## src/rtl/soc_arb_pkg.sv

```systemverilog
// Shared types and limits for the instruction/data memory arbiter.
package soc_arb_pkg;

  localparam int unsigned ARB_MAX_OUTSTANDING_LIMIT = 4;
  localparam int unsigned ARB_ADDR_W                = 32;
  localparam int unsigned ARB_DATA_W                = 32;
  localparam int unsigned ARB_BE_W                  = 4;

  typedef enum logic {
    SRC_INST = 1'b0,
    SRC_DATA = 1'b1
  } arb_src_e;

  typedef enum logic [1:0] {
    IDLE,
    HOLD_INST,
    HOLD_DATA
  } arb_state_e;

  // Request attributes presented to the shared memory port
  typedef struct packed {
    logic                  we;
    logic [ARB_BE_W-1:0]   be;
    logic [ARB_ADDR_W-1:0] addr;
    logic [ARB_DATA_W-1:0] wdata;
  } arb_req_t;

endpackage

```

## src/rtl/CORE_DATA_INF.sv

```systemverilog
// Core data bus (OBI-style request/grant/rvalid), also used for the shared memory port.
interface CORE_DATA_INF;
  logic        data_req;
  logic        data_we;
  logic [3:0]  data_be;
  logic [31:0] data_addr;
  logic [31:0] data_wdata;
  logic        data_gnt;
  logic        data_rvalid;
  logic [31:0] data_rdata;

  modport Slave  (input data_req, data_we, data_be, data_addr, data_wdata,
                  output data_gnt, data_rvalid, data_rdata);
  modport Master (output data_req, data_we, data_be, data_addr, data_wdata,
                  input data_gnt, data_rvalid, data_rdata);
endinterface

```

## src/rtl/CORE_INST_INF.sv

```systemverilog
// Core instruction fetch bus (OBI-style request/grant/rvalid).
interface CORE_INST_INF;
  logic        instr_req;
  logic [31:0] instr_addr;
  logic        instr_gnt;
  logic        instr_rvalid;
  logic [31:0] instr_rdata;

  modport Slave  (input instr_req, instr_addr, output instr_gnt, instr_rvalid, instr_rdata);
  modport Master (output instr_req, instr_addr, input instr_gnt, instr_rvalid, instr_rdata);
endinterface

```

## src/rtl/cv32e_arb_id_fifo.sv

```systemverilog
// In-order FIFO of source IDs for granted transactions awaiting rvalid.
module cv32e_arb_id_fifo #(
  parameter int unsigned DEPTH = 2,
  parameter int unsigned WIDTH = 1
) (
  input  logic             clk_i,
  input  logic             rst_ni,
  input  logic             push,
  input  logic [WIDTH-1:0] din,
  input  logic             pop,
  output logic             full,
  output logic             empty,
  output logic [WIDTH-1:0] head
);

  localparam int unsigned PTR_W = (DEPTH > 1) ? $clog2(DEPTH) : 1;
  localparam int unsigned CNT_W = $clog2(DEPTH + 1);

  logic [WIDTH-1:0] slots [DEPTH];
  logic [PTR_W-1:0] wr_ptr, rd_ptr;
  logic [CNT_W-1:0] count;
  logic             do_push, do_pop;

  function automatic logic [PTR_W-1:0] bump(input logic [PTR_W-1:0] p);
    return (p == PTR_W'(DEPTH - 1)) ? '0 : p + PTR_W'(1);
  endfunction

  assign full    = (count == CNT_W'(DEPTH));
  assign empty   = (count == '0);
  assign do_push = push && !full;
  assign do_pop  = pop && !empty;
  assign head    = slots[rd_ptr];

  always_ff @(posedge clk_i or negedge rst_ni) begin
    if (!rst_ni) begin
      wr_ptr <= '0;
      rd_ptr <= '0;
      count  <= '0;
    end else begin
      if (do_push) wr_ptr <= bump(wr_ptr);
      if (do_pop)  rd_ptr <= bump(rd_ptr);
      if (do_push && !do_pop)      count <= count + CNT_W'(1);
      else if (do_pop && !do_push) count <= count - CNT_W'(1);
    end
  end

  // Payload storage needs no reset: occupancy gates every read
  always_ff @(posedge clk_i) begin
    if (do_push) slots[wr_ptr] <= din;
  end

endmodule

```

## src/rtl/cv32e_inst_data_arbiter.sv

```systemverilog
// Arbitrates the core instruction and data ports onto one memory port with
// zero-latency grant/response paths and in-order response routing.
module cv32e_inst_data_arbiter
  import soc_arb_pkg::*;
#(
  parameter int unsigned MAX_OUTSTANDING = 2,
  parameter int unsigned DATA_PRIORITY   = 1
) (
  input  logic         clk_i,
  input  logic         rst_ni,
  CORE_INST_INF.Slave  inst_slave_inf,
  CORE_DATA_INF.Slave  data_slave_inf,
  CORE_DATA_INF.Master mem_master_inf,
  output logic         err_o
);

  localparam int unsigned DEPTH =
      (MAX_OUTSTANDING > ARB_MAX_OUTSTANDING_LIMIT) ? ARB_MAX_OUTSTANDING_LIMIT :
      (MAX_OUTSTANDING == 0) ? 1 : MAX_OUTSTANDING;

  arb_state_e state_q, state_d;
  arb_src_e   last_q, sel, head_src;
  arb_req_t   inst_pl, data_pl, mem_pl;
  logic       ireq, dreq, sel_req, mem_valid, handshake;
  logic       fifo_full, fifo_empty, resp_ok;
  logic [0:0] head_bit;
  logic       err_q;

  assign ireq = inst_slave_inf.instr_req;
  assign dreq = data_slave_inf.data_req;

  // Selection and next state; HOLD states lock the choice until granted
  always_comb begin
    state_d = state_q;
    sel     = SRC_INST;
    case (state_q)
      HOLD_INST: sel = SRC_INST;
      HOLD_DATA: sel = SRC_DATA;
      default: begin
        if (ireq && dreq)
          sel = (DATA_PRIORITY != 0 || last_q == SRC_INST) ? SRC_DATA : SRC_INST;
        else if (dreq)
          sel = SRC_DATA;
      end
    endcase
    sel_req = (sel == SRC_DATA) ? dreq : ireq;
    if (!fifo_full && sel_req)
      state_d = mem_master_inf.data_gnt ? IDLE :
                (sel == SRC_DATA) ? HOLD_DATA : HOLD_INST;
  end

  always_ff @(posedge clk_i or negedge rst_ni) begin
    if (!rst_ni) begin
      state_q <= IDLE;
      last_q  <= SRC_INST;
      err_q   <= 1'b0;
    end else begin
      state_q <= state_d;
      if (handshake) last_q <= sel;
      if (mem_master_inf.data_rvalid && fifo_empty) err_q <= 1'b1;
    end
  end

  assign inst_pl = '{we: 1'b0, be: 4'hF, addr: inst_slave_inf.instr_addr, wdata: '0};
  assign data_pl = '{we: data_slave_inf.data_we, be: data_slave_inf.data_be,
                     addr: data_slave_inf.data_addr, wdata: data_slave_inf.data_wdata};
  assign mem_pl  = (sel == SRC_DATA) ? data_pl : inst_pl;

  assign mem_valid = rst_ni && !fifo_full && sel_req;
  assign handshake = mem_valid && mem_master_inf.data_gnt;

  assign mem_master_inf.data_req   = mem_valid;
  assign mem_master_inf.data_we    = mem_pl.we;
  assign mem_master_inf.data_be    = mem_pl.be;
  assign mem_master_inf.data_addr  = mem_pl.addr;
  assign mem_master_inf.data_wdata = mem_pl.wdata;

  assign inst_slave_inf.instr_gnt = handshake && (sel == SRC_INST);
  assign data_slave_inf.data_gnt  = handshake && (sel == SRC_DATA);

  cv32e_arb_id_fifo #(
    .DEPTH (DEPTH),
    .WIDTH (1)
  ) u_id_fifo (
    .clk_i  (clk_i),
    .rst_ni (rst_ni),
    .push   (handshake),
    .din    (sel),
    .pop    (resp_ok),
    .full   (fifo_full),
    .empty  (fifo_empty),
    .head   (head_bit)
  );

  // Responses follow grant order; an rvalid with nothing outstanding is dropped
  assign head_src = arb_src_e'(head_bit);
  assign resp_ok  = rst_ni && mem_master_inf.data_rvalid && !fifo_empty;

  assign inst_slave_inf.instr_rvalid = resp_ok && (head_src == SRC_INST);
  assign data_slave_inf.data_rvalid  = resp_ok && (head_src == SRC_DATA);
  assign inst_slave_inf.instr_rdata  = mem_master_inf.data_rdata;
  assign data_slave_inf.data_rdata   = mem_master_inf.data_rdata;

  assign err_o = err_q;

endmodule

```

## src/flat_wrapper.sv

```systemverilog
// flat-port wrapper written by rule: the top's interface ports become plain ports
module cv32e_inst_data_arbiter_flat import soc_arb_pkg::*;
#(
  parameter int unsigned MAX_OUTSTANDING = 2,
  parameter int unsigned DATA_PRIORITY   = 1
)
  (clk_i, rst_ni, err_o, inst_slave_inf_instr_req, inst_slave_inf_instr_addr, inst_slave_inf_instr_gnt, inst_slave_inf_instr_rvalid, inst_slave_inf_instr_rdata, data_slave_inf_data_req, data_slave_inf_data_we, data_slave_inf_data_be, data_slave_inf_data_addr, data_slave_inf_data_wdata, data_slave_inf_data_gnt, data_slave_inf_data_rvalid, data_slave_inf_data_rdata, mem_master_inf_data_req, mem_master_inf_data_we, mem_master_inf_data_be, mem_master_inf_data_addr, mem_master_inf_data_wdata, mem_master_inf_data_gnt, mem_master_inf_data_rvalid, mem_master_inf_data_rdata);
  CORE_INST_INF inst_slave_inf_i ();
  CORE_DATA_INF data_slave_inf_i ();
  CORE_DATA_INF mem_master_inf_i ();
  input  logic clk_i;
  input  logic rst_ni;
  output logic err_o;
  input wire logic [$bits(inst_slave_inf_i.instr_req)-1:0] inst_slave_inf_instr_req;
  input wire logic [$bits(inst_slave_inf_i.instr_addr)-1:0] inst_slave_inf_instr_addr;
  output wire logic [$bits(inst_slave_inf_i.instr_gnt)-1:0] inst_slave_inf_instr_gnt;
  output wire logic [$bits(inst_slave_inf_i.instr_rvalid)-1:0] inst_slave_inf_instr_rvalid;
  output wire logic [$bits(inst_slave_inf_i.instr_rdata)-1:0] inst_slave_inf_instr_rdata;
  input wire logic [$bits(data_slave_inf_i.data_req)-1:0] data_slave_inf_data_req;
  input wire logic [$bits(data_slave_inf_i.data_we)-1:0] data_slave_inf_data_we;
  input wire logic [$bits(data_slave_inf_i.data_be)-1:0] data_slave_inf_data_be;
  input wire logic [$bits(data_slave_inf_i.data_addr)-1:0] data_slave_inf_data_addr;
  input wire logic [$bits(data_slave_inf_i.data_wdata)-1:0] data_slave_inf_data_wdata;
  output wire logic [$bits(data_slave_inf_i.data_gnt)-1:0] data_slave_inf_data_gnt;
  output wire logic [$bits(data_slave_inf_i.data_rvalid)-1:0] data_slave_inf_data_rvalid;
  output wire logic [$bits(data_slave_inf_i.data_rdata)-1:0] data_slave_inf_data_rdata;
  output wire logic [$bits(mem_master_inf_i.data_req)-1:0] mem_master_inf_data_req;
  output wire logic [$bits(mem_master_inf_i.data_we)-1:0] mem_master_inf_data_we;
  output wire logic [$bits(mem_master_inf_i.data_be)-1:0] mem_master_inf_data_be;
  output wire logic [$bits(mem_master_inf_i.data_addr)-1:0] mem_master_inf_data_addr;
  output wire logic [$bits(mem_master_inf_i.data_wdata)-1:0] mem_master_inf_data_wdata;
  input wire logic [$bits(mem_master_inf_i.data_gnt)-1:0] mem_master_inf_data_gnt;
  input wire logic [$bits(mem_master_inf_i.data_rvalid)-1:0] mem_master_inf_data_rvalid;
  input wire logic [$bits(mem_master_inf_i.data_rdata)-1:0] mem_master_inf_data_rdata;
  assign inst_slave_inf_i.instr_req = inst_slave_inf_instr_req;
  assign inst_slave_inf_i.instr_addr = inst_slave_inf_instr_addr;
  assign inst_slave_inf_instr_gnt = inst_slave_inf_i.instr_gnt;
  assign inst_slave_inf_instr_rvalid = inst_slave_inf_i.instr_rvalid;
  assign inst_slave_inf_instr_rdata = inst_slave_inf_i.instr_rdata;
  assign data_slave_inf_i.data_req = data_slave_inf_data_req;
  assign data_slave_inf_i.data_we = data_slave_inf_data_we;
  assign data_slave_inf_i.data_be = data_slave_inf_data_be;
  assign data_slave_inf_i.data_addr = data_slave_inf_data_addr;
  assign data_slave_inf_i.data_wdata = data_slave_inf_data_wdata;
  assign data_slave_inf_data_gnt = data_slave_inf_i.data_gnt;
  assign data_slave_inf_data_rvalid = data_slave_inf_i.data_rvalid;
  assign data_slave_inf_data_rdata = data_slave_inf_i.data_rdata;
  assign mem_master_inf_data_req = mem_master_inf_i.data_req;
  assign mem_master_inf_data_we = mem_master_inf_i.data_we;
  assign mem_master_inf_data_be = mem_master_inf_i.data_be;
  assign mem_master_inf_data_addr = mem_master_inf_i.data_addr;
  assign mem_master_inf_data_wdata = mem_master_inf_i.data_wdata;
  assign mem_master_inf_i.data_gnt = mem_master_inf_data_gnt;
  assign mem_master_inf_i.data_rvalid = mem_master_inf_data_rvalid;
  assign mem_master_inf_i.data_rdata = mem_master_inf_data_rdata;
  cv32e_inst_data_arbiter #(.MAX_OUTSTANDING(MAX_OUTSTANDING), .DATA_PRIORITY(DATA_PRIORITY)) u_core (.clk_i(clk_i), .rst_ni(rst_ni), .inst_slave_inf(inst_slave_inf_i), .data_slave_inf(data_slave_inf_i), .mem_master_inf(mem_master_inf_i), .err_o(err_o));
endmodule
```

## config.mk

```make
export PLATFORM = sky130hd
export DESIGN_NAME = cv32e_inst_data_arbiter_flat
export DESIGN_NICKNAME = d
export VERILOG_FILES = /design/src/rtl/soc_arb_pkg.sv /design/src/rtl/CORE_DATA_INF.sv /design/src/rtl/CORE_INST_INF.sv /design/src/rtl/cv32e_arb_id_fifo.sv /design/src/rtl/cv32e_inst_data_arbiter.sv /design/src/flat_wrapper.sv
export SDC_FILE = /design/constraint.sdc
export NUM_CORES = 1
export LEC_CHECK = 0
export BUFFER_PORTS_ARGS = -buffer_cell sky130_fd_sc_hd__buf_2
export CORE_AREA = 4 4 105 107
export CTS_BUF_LIST = sky130_fd_sc_hd__clkbuf_16
export CTS_CLUSTER_DIAMETER = 60
export DETAILED_ROUTE_END_ITERATION = 6
export DIE_AREA = 0 0 109 111
export PLACE_DENSITY = 0.53
export SYNTH_ARGS = -nofsm -noshare
export SYNTH_HDL_FRONTEND = slang
export SYNTH_HIERARCHICAL = 1
export SYNTH_SLANG_ARGS = --single-unit
```

## constraint.sdc

```tcl
create_clock -name clk_i -period 6.1 [get_ports clk_i]
set_clock_uncertainty 0.2 [all_clocks]
set_input_delay 0.305 -clock clk_i [delete_from_list [all_inputs] [get_ports clk_i]]
set_output_delay 0.305 -clock clk_i [all_outputs]
set_load 0.02 [all_outputs]
```

# == Yosys cells after proc, flatten, opt, wreduce, memory -nomap -nowiden ==
# Memories as Yosys holds them, arrays and structs flattened.
# Index checks and enable logic that the tools add are counted.
# totals
memories,1
elab_cells,50
ff_bits,7
output_inout_bits,139
input_bits,139
ram_bits,2
# memory_table
name,words,width,rd,rd_clocked_by_memory_dff,wr,line,text
u_core.u_id_fifo.slots,2,1,1,0,1,cv32e_arb_id_fifo.sv:19,logic [WIDTH-1:0] slots [DEPTH];
# classes
n_reduce_logical,22
addsub,4
bitwise,2
n_eq_ne,3
mux,13
# ops
op,n
2-to-1 mux 69 bit,1
logical AND 1 bit,16
2-to-1 mux 2 bit,4
2-to-1 mux 1 bit,7
== test 2 bit (second input constant),2
zero test 1 bit,4
adder 1 bit (second input constant),2
adder 2 x 1 -> 2 bit (second input constant),1
== test 2 x 1 -> 1 bit (second input constant),1
zero test 2 bit,1
NOT 1 bit,2
case mux 1 bit (2 select lines),1
nonzero test 2 bit,1
subtractor 2 x 1 -> 2 bit (second input constant),1

# == Logic depth before layout (Yosys ltp) ==
# logic_depth
depth_word,11
depth_mapped,11
mapped_depth_nobuf,11

# == Modules after synthesis ==
# The synthesis kept the hierarchy.
# by_module_without_submodules
mod,n_inst,seq_area_each_um2,cells_per_inst,area_each_um2
cv32e_inst_data_arbiter,1,75.1,235,1387.6
cv32e_arb_id_fifo,1,160.2,22,267.8

# == Worst setup path after synthesis ==
# Ideal clock, no wire load.
# synth_path
path_type,register -> register
start,reg u_core.state_q[0]
end,reg u_core.u_id_fifo.count[1]
setup_time_ns,0.079
arrival_ns,1.984
path_slack_ns,3.836
period_less_slack_ns,2.264
path_buffers,0
stages_incl_launch_ff,11
path_cell_list,dfrtp_1 > inv_1 > ha_1 > nand2b_1 > a21oi_1 > nor2_1 > nand2_1 > inv_1 > ha_1 > nor2_1 > xor2_1
# synth_between
elab_chain_len,9
# synth_rtl
item,line,text
"start, declared",cv32e_inst_data_arbiter.sv:21,"arb_state_e state_q, state_d;"
"start signal, assigned",cv32e_inst_data_arbiter.sv:58,state_q <= state_d;
== test 2 bit or == test 2 x 1 -> 1 bit (tied branches),cv32e_inst_data_arbiter.sv:36,case (state_q)
case mux 1 bit (2 select lines) *,cv32e_inst_data_arbiter.sv:36,
2-to-1 mux 1 bit *,cv32e_inst_data_arbiter.sv:46,sel_req = (sel == SRC_DATA) ? dreq : ireq;
logical AND 1 bit *,cv32e_inst_data_arbiter.sv:69,assign mem_valid = rst_ni && !fifo_full && sel_req;
logical AND 1 bit *,cv32e_inst_data_arbiter.sv:70,assign handshake = mem_valid && mem_master_inf.data_gnt;
named net u_core.handshake,cv32e_inst_data_arbiter.sv:24,"logic ireq, dreq, sel_req, mem_valid, handshake;"
logical AND 1 bit *,cv32e_arb_id_fifo.sv:30,assign do_push = push && !full;
named net u_core.u_id_fifo.do_push,cv32e_arb_id_fifo.sv:22,"logic do_push, do_pop;"
zero test 1 bit,cv32e_arb_id_fifo.sv:43,else if (do_pop && !do_push) count <= count - CNT_W'(1);
logical AND 1 bit,cv32e_arb_id_fifo.sv:43,
nonzero test 2 bit (no source line),--,
"end signal, assigned",cv32e_arb_id_fifo.sv:42,if (do_push && !do_pop) count <= count + CNT_W'(1);
"end signal, assigned",cv32e_arb_id_fifo.sv:43,
"end, declared",cv32e_arb_id_fifo.sv:21,logic [CNT_W-1:0] count;
# The timed path passes the listed nets; every way through them passes the cells marked *.
# A chain may end at the register's enable or synchronous reset.

# == Worst setup path in the final report ==
# layout_path
start,reg u_core.state_q[0]
end,out mem_master_inf_data_wdata[15]
# layout_between
elab_chain_len,3
# layout_rtl
item,line,text
== test 2 bit or == test 2 x 1 -> 1 bit (tied branches),cv32e_inst_data_arbiter.sv:36,
case mux 1 bit (2 select lines) *,cv32e_inst_data_arbiter.sv:36,
2-to-1 mux 69 bit *,cv32e_inst_data_arbiter.sv:67,assign mem_pl = (sel == SRC_DATA) ? data_pl : inst_pl;
"end, declared",flat_wrapper.sv:31,output wire logic [$bits(mem_master_inf_i.data_wdata)-1:0] mem_master_inf_data_wdata;
# Every way passes the cells marked *; elsewhere a longest branch is shown, timed or not.

==> out/metrics.yaml <==
clocking:
  root_buffer: "clkbuf_16"
  numCtsBuffers: 3
  cts_resized: 0
  cts_buffer_depth: 2
  clk_pin_slew_ns: 0.04
  clk_latency_ns: 0.23
  tritoncts: "built"
  clock-sinks: 9
  htreeDepth: 1
synth:
  synth_compound_area_frac: 0.0333
  synthXorXnorAreaFrac: 0.0265
  synth_edf_count: 2
  ys_seq_elements: 9
  synth-adder-area-share: 0.0151
  synthTopCellsByArea: "buf_4 (31%), nand2_1 (22%), and2_1 (13%), dfrtp_1 (11%), edfxtp_1 (3.6%)"
  yosys_warnings: 6
  synth_top_area_frac: 0.308
  syn_inst: 257
  synth_cell_types: 28
  synth_nets: 398
  synth_top_area_cell: "buf_4"
  synth_top_family_by_area: "simple AND/OR/NAND/NOR gates"
  synth-main-ff-cell: "dfrtp_1"
  synthSimpleGateAreaFrac: 0.423
  synth_area_sq_um: 1660
  syn_area_per_cell_sq_um: 6.44
  ys_seq_area_frac: 0.142
  muxShareOfSynthArea: 0.0204
  ys_async_sr_fraction: 0.778
drt:
  drc: 0
  dr_total_vias: 1919
  ant_nets: 0
  drt_pass1_iterations: 4
  wirelength_mm: 6.02
  viasPerCell: 3.80
  drt_iter0_drc: 46
  wl_per_cell_microns: 11.9
global_routing:
  grt_max_degree: 75
  grt_first_pass_wirelength_mm: 9.49
  antenna_found_initial: 0
  grt_pass1_vias: 1951
  track_usage: 0.0944
  globalRoute.totalOverflow: 0
sta:
  setup_viol: 0
  slew_viol_final: 0
  period_minus_slack_ns: 3.41
  max_freq_mhz: 293
  fin_setup_tns_ns: 0
  max_slew_margin: 0.254
  grt_setup_unrepaired: "no"
  finalCritPeriodShare: 0.560
  hold_viol: 0
  fin_ws_ns: 2.69
  worstMarginPinSlew_ns: 1.10
pwr:
  p_int_mw: 0.443
  sw_frac_of_total: 0.559
  power_density_nw_per_um2: 441
  seq_power_share: 0.103
  clkPwrFrac: 0.111
  vdd_drop_max_uv: 161
  switching_power_mw: 0.562
  combPwrFrac: 0.786
  p_total_mw: 1.01
  leakagePower_nw: 1.41
critical_path:
  end_kind: "primary output"
  crit_required_ns: 5.59
  crit_family: "multiplexers"
  critPathSlowestCell: "mux2i_4"
  crit_type: "reg2out"
  crit_chain: "inv_1 -> ha_1 -> mux2i_4 -> inv_4 -> and2_1 -> buf_2"
  crit_buf_inv: 3
  crit_path_max_fanout: 74
  slowest_delay_ns: 0.92
  cp.arrival_ns: 2.91
  crit_start: "u_core/state_q[0]"
  reg2reg_slack_ns: 3.16
  cp.depth: 6
  rr_worst_depth: 6
  cp-endpoint: "mem_master_inf_data_wdata[15]"
  r2r_start: "u_core/state_q[0]"
  rr_endpoint: "u_core/state_q[1]"
  cp-start-kind: "register"
layout:
  final_common_cell: "buf_2"
  syn_to_final_growth_pct: 37.7
  layout_common_cells: "buf_2 (181), nand2_1 (98), and2_1 (34)"
  seq_area_sq_um: 235
  fin_area_sq_um: 2280
  drive_gt1_frac: 0.509
  n_antenna_cell: 0
  fill_cells: 1151
  fin_util: 0.225
  nNetsFinal: 511
  multi_input_area_sq_um: 858
flow_run:
  drv_cap: 0
floorplanning:
  die_h_microns: 111
  start_util: 0.163
  die_w_microns: 109
  dieArea_sq_um: 12100
  rows: 37
  coreArea_sq_um: 10100
  ios: 278
placement:
  gp_congestion: 0.817
  portBuffers: 181
  dpl-instance-area_sq_um: 2190
  dp_slack_ns: 2.82
  dpl.hpwl_mm: 5.19
hold_path:
  hold_class: "in2reg"
  hold_start: "mem_master_inf_data_rvalid"
outcome:
  status: "complete, no violations"
## layout make-up
type                       count  share of cell area
clock buffer                   3              0.0329
tap                          136              0.0746
multi-input combinational    169               0.377
timing repair buffer         182               0.402
inverter                       5             0.00933
clock inverter                 1             0.00165
sequential                     9               0.103
## worst register-to-register path, stage by stage (launching register included)
cell and delay, ns:
dfrtp_1 0.34, inv_1 0.06, ha_1 0.36, mux2i_4 0.92, inv_4 0.51, o221ai_1 0.33
o2bb2ai_1 0.15
## sequential cells by signal (all words and copies together), names as in the netlist
signal / cells
u_core/err_o: 1
u_core/u_id_fifo/rd_ptr: 1
u_core/u_id_fifo/slots: 2
u_core/u_id_fifo/count: 2
u_core/u_id_fifo/wr_ptr: 1
u_core/state_q: 2
## how the worst min path moves through the flow
stage                         endpoint  cells after the start  slack (ns)
final                     u_core/err_o                      2        0.10
after CTS                 u_core/err_o                      2         0.1
after global routing      u_core/err_o                      2        0.11
after floorplan           u_core/err_o                      0       -0.19
after detailed placement  u_core/err_o                      1       -0.03
after global placement    u_core/err_o                      1       -0.04
## synth_stat cells (2+ instances only)
cell type   n
dfrtp_1     7
nor3_1      3
ha_1        2
xnor2_1     3
nand2b_1    8
buf_4      68
edfxtp_1    2
and2_1     34
nor2_1      5
nand2_1    98
buf_2       6
xor2_1      2
inv_1       4
## cells by family (layout without fill, tap and decap cells)
family / after synthesis / after routing
buffers and inverters: 79 / 191
AOI/OAI and AO/OA: 8 / 8
xor gates and xnor gates: 5 / 5
and+or+nand+nor: 152 / 152
DFF: 9 / 9
muxes: 2 / 2
adders and majority gates: 2 / 2
## power groups by stage
| stage | clock network [mW] | logic [mW] | registers [mW] |
|---|---|---|---|
| 2_1_floorplan | 0 | 0.626 | 0.100 |
| 3_3_place_gp | 0 | 0.791 | 0.104 |
| 3_5_place_dp | 0 | 0.801 | 0.104 |
| 4_1_cts | 0.113 | 0.805 | 0.104 |
| 5_1_grt | 0.117 | 0.872 | 0.107 |
| 6_report | 0.112 | 0.790 | 0.103 |
## routing by layer
metal	wire length, microns	vias to the layer above	GRT usage
li1	-	948	-
met1	2250	845	0.113
met2	3030	114	0.163
met3	640	12	0.0227
met4	103	0	0.0311
met5	0	-	0
## stage by stage
step                      hold slack, ns  cells
after floorplan                   -0.191    257
after global placement           -0.0371    500
after detailed placement         -0.0330    500
after CTS                         0.0963    505
after global routing               0.114    505
final                              0.103    505
## repair_timing
action / CTS / global route
buffers inserted: 0 / 0
hold buffers: 1 / 0
setup endpoints to repair: 0 / 0
endpoints found under the hold margin: 7 / 0
(Power assumes the default switching activity.)
